`src/rtl/jtag_uart_sys_cpu_oci_dct_pkg.sv`:
```
`default_nettype none
// ============================================================================
// Module  : jtag_uart_sys_cpu_oci_dct_pkg
// Brief   : Shared constants, frame type and slot-insert helper for the
//           OCI debug-trace frame packer.
// Revision: 1.0 - initial release
// ============================================================================
package jtag_uart_sys_cpu_oci_dct_pkg;

  localparam int SYM_W   = 2;
  localparam int SLOTS   = 15;
  localparam int BUF_W   = SYM_W * SLOTS;
  localparam int COUNT_W = 4;

  // One emitted trace frame: packed symbols plus number of valid slots
  typedef struct packed {
    logic [BUF_W-1:0]   buffer;
    logic [COUNT_W-1:0] count;
  } dct_frame_t;

  // Return frame_buf with symbol sym written into slot (LSB-first packing)
  function automatic logic [BUF_W-1:0] put_sym(
    input logic [BUF_W-1:0]   frame_buf,
    input logic [COUNT_W-1:0] slot,
    input logic [SYM_W-1:0]   sym
  );
    logic [BUF_W-1:0] result;
    result = frame_buf;
    for (int k = 0; k < SLOTS; k++) begin
      if (slot == COUNT_W'(k)) begin
        result[k*SYM_W +: SYM_W] = sym;
      end
    end
    return result;
  endfunction

endpackage
`default_nettype wire

```
`src/rtl/jtag_uart_sys_cpu_oci_dct_outreg.sv`:
```
`default_nettype none
// ============================================================================
// Module  : jtag_uart_sys_cpu_oci_dct_outreg
// Brief   : One-deep valid/ready output register for packed trace frames.
//           The frame holds stable until the consumer takes it.
// Revision: 1.0 - initial release
// ============================================================================
module jtag_uart_sys_cpu_oci_dct_outreg
  import jtag_uart_sys_cpu_oci_dct_pkg::*;
(
  input  logic       clk,
  input  logic       reset_n,
  input  logic       load,
  input  dct_frame_t load_frame,
  input  logic       dct_ready,
  output logic       dct_valid,
  output dct_frame_t frame
);

  // Load a new frame when told (caller guarantees the slot is free); otherwise
  // drop valid only on a completed handshake.
  always_ff @(posedge clk) begin
    if (!reset_n) begin
      dct_valid <= 1'b0;
      frame     <= '0;
    end else if (load) begin
      dct_valid <= 1'b1;
      frame     <= load_frame;
    end else if (dct_ready) begin
      dct_valid <= 1'b0;
    end
  end

endmodule
`default_nettype wire

```
`src/rtl/jtag_uart_sys_cpu_oci_dct_packer.sv`:
```
`default_nettype none
// ============================================================================
// Module  : jtag_uart_sys_cpu_oci_dct_packer
// Brief   : Packs 2-bit trace symbols LSB-first into 30-bit frames and hands
//           them to the trace sink over valid/ready. Supports flush of a
//           partial frame.
// Revision: 1.0 - initial release
// ============================================================================
module jtag_uart_sys_cpu_oci_dct_packer
  import jtag_uart_sys_cpu_oci_dct_pkg::*;
(
  input  logic               clk,
  input  logic               reset_n,
  input  logic               sym_valid,
  input  logic [SYM_W-1:0]   sym_data,
  output logic               sym_ready,
  input  logic               flush,
  output logic               dct_valid,
  input  logic               dct_ready,
  output logic [BUF_W-1:0]   dct_buffer,
  output logic [COUNT_W-1:0] dct_count,
  output logic               idle
);

  localparam logic [COUNT_W-1:0] C_FULL = COUNT_W'(SLOTS);

  logic [BUF_W-1:0]   r_acc_buf;
  logic [COUNT_W-1:0] r_acc_cnt;
  logic               r_flush_pend;

  logic               w_out_free;
  logic               w_acc_full;
  logic               w_acc_empty;
  logic               w_xfer;
  logic               w_accept;
  logic [COUNT_W-1:0] w_slot;
  logic [BUF_W-1:0]   w_next_buf;
  logic [COUNT_W-1:0] w_next_cnt;
  logic               w_next_pend;
  dct_frame_t         w_load_frame;
  dct_frame_t         w_out_frame;

  // Handshake and transfer decisions depend only on registered state and
  // dct_ready, so sym_ready never depends on sym_valid.
  always_comb begin
    w_acc_full  = (r_acc_cnt == C_FULL);
    w_acc_empty = (r_acc_cnt == '0);
    w_out_free  = !dct_valid || dct_ready;
    w_xfer      = w_out_free && (w_acc_full || (r_flush_pend && !w_acc_empty));
    sym_ready   = !w_acc_full || w_out_free;
    w_accept    = sym_valid && sym_ready;
    idle        = w_acc_empty && !r_flush_pend && !dct_valid;
  end

  // Next accumulator state: a transfer empties it, and an accepted symbol in
  // the same cycle lands in slot 0 of the fresh frame.
  always_comb begin
    w_slot      = w_xfer ? '0 : r_acc_cnt;
    w_next_buf  = w_xfer ? '0 : r_acc_buf;
    w_next_cnt  = w_slot;
    w_next_pend = r_flush_pend;
    if (w_accept) begin
      w_next_buf = put_sym(w_next_buf, w_slot, sym_data);
      w_next_cnt = w_slot + COUNT_W'(1);
    end
    // A new flush request wins so a symbol arriving alongside it is flushed
    if (flush) begin
      w_next_pend = 1'b1;
    end else if (w_xfer) begin
      w_next_pend = 1'b0;
    end else if (r_flush_pend && w_acc_empty && !w_accept) begin
      w_next_pend = 1'b0;
    end
  end

  // Accumulator register
  always_ff @(posedge clk) begin
    if (!reset_n) begin
      r_acc_buf    <= '0;
      r_acc_cnt    <= '0;
      r_flush_pend <= 1'b0;
    end else begin
      r_acc_buf    <= w_next_buf;
      r_acc_cnt    <= w_next_cnt;
      r_flush_pend <= w_next_pend;
    end
  end

  // Frame presented to the output register on transfer
  always_comb begin
    w_load_frame.buffer = r_acc_buf;
    w_load_frame.count  = r_acc_cnt;
  end

  jtag_uart_sys_cpu_oci_dct_outreg u_outreg (
    .clk        (clk),
    .reset_n    (reset_n),
    .load       (w_xfer),
    .load_frame (w_load_frame),
    .dct_ready  (dct_ready),
    .dct_valid  (dct_valid),
    .frame      (w_out_frame)
  );

  // Unpack the held frame onto the output ports
  always_comb begin
    dct_buffer = w_out_frame.buffer;
    dct_count  = w_out_frame.count;
  end

endmodule
`default_nettype wire
```
`config.mk`:
```
export PLATFORM = sky130hd
export DESIGN_NAME = jtag_uart_sys_cpu_oci_dct_packer
export DESIGN_NICKNAME = d
export VERILOG_FILES = /design/src/rtl/jtag_uart_sys_cpu_oci_dct_pkg.sv /design/src/rtl/jtag_uart_sys_cpu_oci_dct_outreg.sv /design/src/rtl/jtag_uart_sys_cpu_oci_dct_packer.sv
export SDC_FILE = /design/constraint.sdc
export NUM_CORES = 1
export LEC_CHECK = 0
export BUFFER_PORTS_ARGS = -buffer_cell sky130_fd_sc_hd__buf_2
export CORE_MARGIN = 4
export CORE_UTILIZATION = 50
export DETAILED_ROUTE_END_ITERATION = 16
export PLACE_DENSITY = 0.74
export SLEW_MARGIN = 0
export SYNTH_ARGS = -nofsm -noshare
export SYNTH_HDL_FRONTEND = slang
export SYNTH_SLANG_ARGS = --single-unit
```
`constraint.sdc`:
```
create_clock -name clk -period 2.4 [get_ports clk]
set_input_delay 0.36 -clock clk [delete_from_list [all_inputs] [get_ports clk]]
set_output_delay 0.36 -clock clk [all_outputs]
set_load 0.01 [all_outputs]
```
==> results of run 1 <==
path summary, 6_finish.rpt:
check,end,startpoint,cells after the start
worst max-delay path,r_acc_buf[29],r_acc_cnt[2],7
worst min-delay path,r_flush_pend,flush,3
worst max register to register,r_acc_buf[29],r_acc_cnt[2],7
worst min register to register,u_outreg.frame[9],r_acc_buf[5],2
timing repair:
action / 4_1_cts / 5_1_grt
resized for setup: 0 / 4
hold buffers: 0 / 0
endpoints found under the setup margin: 0 / 18
worst max-delay path: stages (launching register included):
cell,delay [ns]
dfxtp_1,0.48
a31oi_1,0.12
o21ai_1,0.31
ha_1,0.27
nand2_1,0.21
a2111oi_4,0.33
nor2_1,0.11
a32o_1,0.28
cell usage in the layout (no fill, tap or decap), types with 4 or more instances in the layout:
| master | netlist | routed |
|---|---|---|
| a211oi_1 | 9 | 6 |
| dfxtp_1 | 70 | 70 |
| ha_1 | 4 | 4 |
| buf_2 | 6 | 43 |
| a211o_1 | 4 | 4 |
| inv_1 | 4 | 4 |
| nand3_1 | 8 | 8 |
| a32o_1 | 22 | 22 |
| nand2_1 | 83 | 83 |
| a21oi_1 | 43 | 43 |
| nor2_1 | 10 | 10 |
| clkbuf_8 | 0 | 12 |
| buf_4 | 6 | 14 |
| and2_1 | 5 | 5 |
| o211a_1 | 4 | 4 |
layout make-up:
class / instances / area share [%]
sequential: 70 / 41.6
multi-input combinational: 226 / 40.6
timing repair buffer: 57 / 9.50
clock buffer: 13 / 5.01
tap: 72 / 2.67
inverter: 4 / 0.445
clock inverter: 1 / 0.148
per-layer routing:
metal	wire length (um)	part of all wire, %	GRT usage, %
met1	3100	48	25.3
met2	2890	45	29.5
met3	355	5.5	4.32
met4	72	1.1	8.04
met5	0	0	0
where the power goes:
| group | internal [mW] | total (mW) | leakage [nW] | switching, mW |
|---|---|---|---|---|
| sequential | 1.17 | 1.18 | 0.565 | 0.00974 |
| clock | 0.447 | 0.844 | 0.0914 | 0.396 |
| combinational | 0.0502 | 0.160 | 0.616 | 0.109 |
kinds of logic (layout without fill, tap and decap cells):
logic type      after synthesis  in the layout  share of synthesized area (%)
fa+ha+maj                     4              4                           1.73
flops                        70             70                           48.3
compound gates              102            102                           27.2
mux                           1              1                          0.388
xor+xnor                      1              1                          0.302
simple gates                118            118                           17.1
buf+inv                      30             75                           4.92
sequential cells by signal, indices dropped and copies added, names as in the netlist:
register	cells
u_outreg.frame	34
r_acc_buf	30
r_acc_cnt	4
r_flush_pend	1
u_outreg.dct_valid	1
per-stage QoR:
stage          std cells  power, mW  utilization (%)
5_1_grt              443       2.27             60.5
2_1_floorplan        326       1.32                -
6_report             443       2.18             60.5
3_3_place_gp         429       1.36             57.1
3_5_place_dp         429       1.36             57.1
4_1_cts              443       2.20             60.2
==> out/metrics.csv, run 1 <==
metric,value,unit
"Slew Viols, Final",0,
clock transition at the registers of the reported paths,0.07,ns
die width,84.1,um
synthesis-stage register bit count,70,
Max Cap Viol,0,
arrival time worst endpoint,2.44,ns
IO buf count,43,
worst slew pin tran,0.644,ns
total number of vias,2484,
placer congestion estimate,0.796,
Via density,5.61,
post-synth cell types,38,
Synth Net Count,337,
pre-CTS WS,0.0266,ns
Avg WL per Cell,14.5,um
Power Density,648,nW/um^2
postcts setup bufs,0,
Mapped Cells,326,
ant diodes,0,
Top Ports,44,
top-count cell post-synth,nand2_1,
synthesized area,2900,sq um
worst setup margin,0.187,ns
Initial DRC Count,218,
Synth area leader,dfxtp_1,
global-route usage over all layers,19.0,%
DPL Wire Length,4480,um
total CTS buffers,9,
prevailing post-synth register cell,dfxtp_1,
DRC Markers,0,
R2R Setup Slk,0.19,ns
hold slack,0.229,ns
kind of critical path,reg2reg,
LEAKAGE,1.27,nW
initial core utilization,52.0,%
Die Area,7080,sq um
Hold Fails Final Rpt,0,
Die Ht,84.1,um
CTS tree,yes,
Rows,27,
clk buf depth,2,
layout cells sized above 1,22.4,%
DP Area,3180,sq um
Worst Skew,0.00499,ns
CP Capture Type,register,
worst path required time,2.63,ns
gr ovfl total,0,
Synth top cells by count,"nand2_1, dfxtp_1, a21oi_1",
register area,1400,sq um
final WL,6420,um
Period minus WS final,2.21,ns
RSZ-0062 raised after global routing,no,
Yosys warnings,0,
Area Overhead vs Synth,16.3,%
Multi-input gate area,1370,sq um
Peak VDD IR,0.441,mV
post-layout instance area,3370,sq um
CP startpoint kind,register,
Worst Hold Class,in2reg,
largest net degree at the start of global routing,47,
Final Net Count,379,
register area share after synthesis,48.3,%
final worst path period share,92.2,%
Core ar.,5570,sq um
setup TNS,0,ns
Clock Latency Late Sink,0.34,ns
"Avg Cell Area, Syn",8.89,sq um
"EDFF count, synth",0,
fmax,452,MHz
first-pass GRT wire length,11100,um
fillers,515,
Slew headroom,57.1,%
vias in the first global route,2311,
"antenna viol nets, final",0,
largest cells by area after synthesis,"dfxtp_1, nand2_1, a32o_1",
Crit Path Max Fanout,8,
Post-synth ARST share,0,%
Clock Sinks,70,
Clock Root Buffer,clkbuf_8,
# setup viols final,0,
run status,"complete, no violations",
initial antenna violation count,0,
top cell type's share of synthesized area,48.3,%
CTS HTree Levels,3,
first drt pass iteration count,5,
Power figures use the tool's default switching activity.
==> inputs of run 2 (changes only) <==
--- a/config.mk
+++ b/config.mk
@@ -10,6 +10,7 @@
 export CORE_UTILIZATION = 50
 export DETAILED_ROUTE_END_ITERATION = 16
 export PLACE_DENSITY = 0.74
+export SKIP_CTS_REPAIR_TIMING = 1
 export SLEW_MARGIN = 0
 export SYNTH_ARGS = -nofsm -noshare
 export SYNTH_HDL_FRONTEND = slang
==> constraint.sdc (replaced) <==
create_clock -name clk -period 2.4 [get_ports clk]
set_input_delay 0.12 -clock clk [delete_from_list [all_inputs] [get_ports clk]]
set_output_delay 0.12 -clock clk [all_outputs]
set_load 0.01 [all_outputs]
==> run 2 against run 1 <==
Against the previous run: hold slack lost 0.15 ns; die area is the same; core utilization grew 2.0 points; sequential share of layout area shrank 1.3 points; global-route usage grew 0.49 points; critical endpoint is now r_acc_buf[17]; largest cell class unchanged.
==> out/metrics.csv, run 2 (same netlist as run 1, synthesis figures left out) <==
metric,value,unit,change
run status,"complete, no violations",,unchanged
fmax,451,MHz,was 452 MHz
Avg WL per Cell,14.8,um,was 14.5 um
Initial DRC Count,188,,was 218
Worst Hold Class,in2reg,,unchanged
vias in the first global route,2327,,was 2311
Area Overhead vs Synth,20.1,%,was 16.3%
LEAKAGE,1.32,nW,was 1.27 nW
"antenna viol nets, final",0,,unchanged
Period minus WS final,2.22,ns,was 2.21 ns
routed wl met3,368,um,was 355 um
DR top layer,met4,,unchanged
DR WL met2,2960,um,was 2890 um
Peak VDD IR,0.457,mV,was 0.441 mV
Worst Skew,0.00780,ns,was 0.00499 ns
pre-CTS WS,0.0937,ns,was 0.0266 ns
"commonest non-fill, non-tap cells in the layout","nand2_1, dfxtp_1, a21oi_1, buf_2, a32o_1",,unchanged
Die Ht,84.1,um,unchanged
DRC Markers,0,,unchanged
# setup viols final,0,,unchanged
Via density,5.62,,was 5.61
layout cells sized above 1,22.8,%,was 22.4%
largest reg by FF count,u_outreg.frame,,unchanged
final worst path period share,92.3,%,was 92.2%
first drt pass iteration count,4,,was 5
RSZ-0062 raised after global routing,no,,unchanged
worst path required time,2.64,ns,was 2.63 ns
M1 wire length,3140,um,was 3100 um
CP Capture Type,register,,unchanged
hold slack,0.0809,ns,was 0.229 ns
DPL Wire Length,4350,um,was 4480 um
Slew headroom,55.4,%,was 57.1%
CTS tree,yes,,unchanged
placer congestion estimate,0.809,,was 0.796
Max Cap Viol,0,,unchanged
initial core utilization,52.0,%,unchanged
Core ar.,5570,sq um,unchanged
clk buf depth,2,,unchanged
total CTS buffers,9,,unchanged
"most common cell after layout, fill and taps aside",nand2_1,,unchanged
largest net degree at the start of global routing,47,,unchanged
worst slew pin tran,0.670,ns,was 0.644 ns
Hold Fails Final Rpt,0,,unchanged
Clock Root Buffer,clkbuf_8,,unchanged
CP startpoint kind,register,,unchanged
Rows,27,,unchanged
Power Density,751,nW/um^2,was 648 nW/um^2
IO buf count,43,,unchanged
worst setup margin,0.184,ns,was 0.187 ns
global-route usage over all layers,19.4,%,was 19.0%
Top Ports,44,,unchanged
Clock Latency Late Sink,0.35,ns,was 0.34 ns
Final Net Count,379,,unchanged
Largest regs,"u_outreg.frame x34, r_acc_buf x30, r_acc_cnt x4",,unchanged
fillers,513,,was 515
gr ovfl total,0,,unchanged
max reg flops,34,,unchanged
die width,84.1,um,unchanged
"Slew Viols, Final",0,,unchanged
clock transition at the registers of the reported paths,0.08,ns,was 0.07 ns
Crit Path Max Fanout,7,,was 8
ant diodes,0,,unchanged
first-pass GRT wire length,11200,um,was 11100 um
setup TNS,0,ns,unchanged
arrival time worst endpoint,2.46,ns,was 2.44 ns
initial antenna violation count,0,,unchanged
CTS HTree Levels,3,,unchanged
Clock Sinks,70,,unchanged
kind of critical path,reg2reg,,unchanged
final WL,6590,um,was 6420 um
total number of vias,2502,,was 2484
Die Area,7080,sq um,unchanged
run 2: area by class of cell:
class / count / area (sq um) / share of cell area [%]
Clock inverter: 6 / 133 / 3.81
Tap cell: 72 / 90.1 / 2.59
Inverter: 4 / 15.0 / 0.431
Multi-Input combinational cell: 226 / 1370 / 39.3
Clock buffer: 10 / 138 / 3.95
Sequential cell: 70 / 1400 / 40.2
Timing Repair Buffer: 57 / 335 / 9.63
run 2: final timing paths:
check | slack [ns] | depth (start not counted) | startpoint | to
setup / recovery | 0.18 | 7 | r_acc_cnt[2] | r_acc_buf[17]
hold / removal | 0.08 | 3 | sym_data[1] | r_acc_buf[15]
setup reg to reg | 0.18 | 7 | r_acc_cnt[2] | r_acc_buf[17]
hold reg to reg | 0.45 | 2 | u_outreg.frame[16] | u_outreg.frame[16]
run 2: layer usage:
metal / GRT usage (%) / vias up
li1: - / 1245
met1: 25.6 / 1176
met2: 30.5 / 69
met3: 4.61 / 12
met4: 8.48 / 0
met5: 0 / -
run 2: through the flow:
step	total power, mW	instances	instance area, sq um	utilization, %
final	2.61	445	3480	62.5
after global routing	2.70	445	3480	62.5
after CTS	2.63	444	3460	62.0
after detailed placement	1.37	428	3190	57.2
after global placement	1.36	428	3190	57.2
after floorplan	1.32	326	2900	-
run 2: worst max-delay path: stages (launching register included):
cell	delay [ns]
dfxtp_1	0.47
a31oi_1	0.14
o21ai_1	0.32
ha_1	0.27
nand2_1	0.20
a211oi_1	0.35
nor2_1	0.10
a32o_1	0.26
run 2: where the power goes:
group | leakage, nW | total (mW) | switching, mW | internal (mW)
clock network | 0.132 | 1.27 | 0.448 | 0.822
registers | 0.565 | 1.18 | 0.00972 | 1.17
logic | 0.618 | 0.163 | 0.111 | 0.0526
total | 1.32 | 2.61 | 0.569 | 2.05
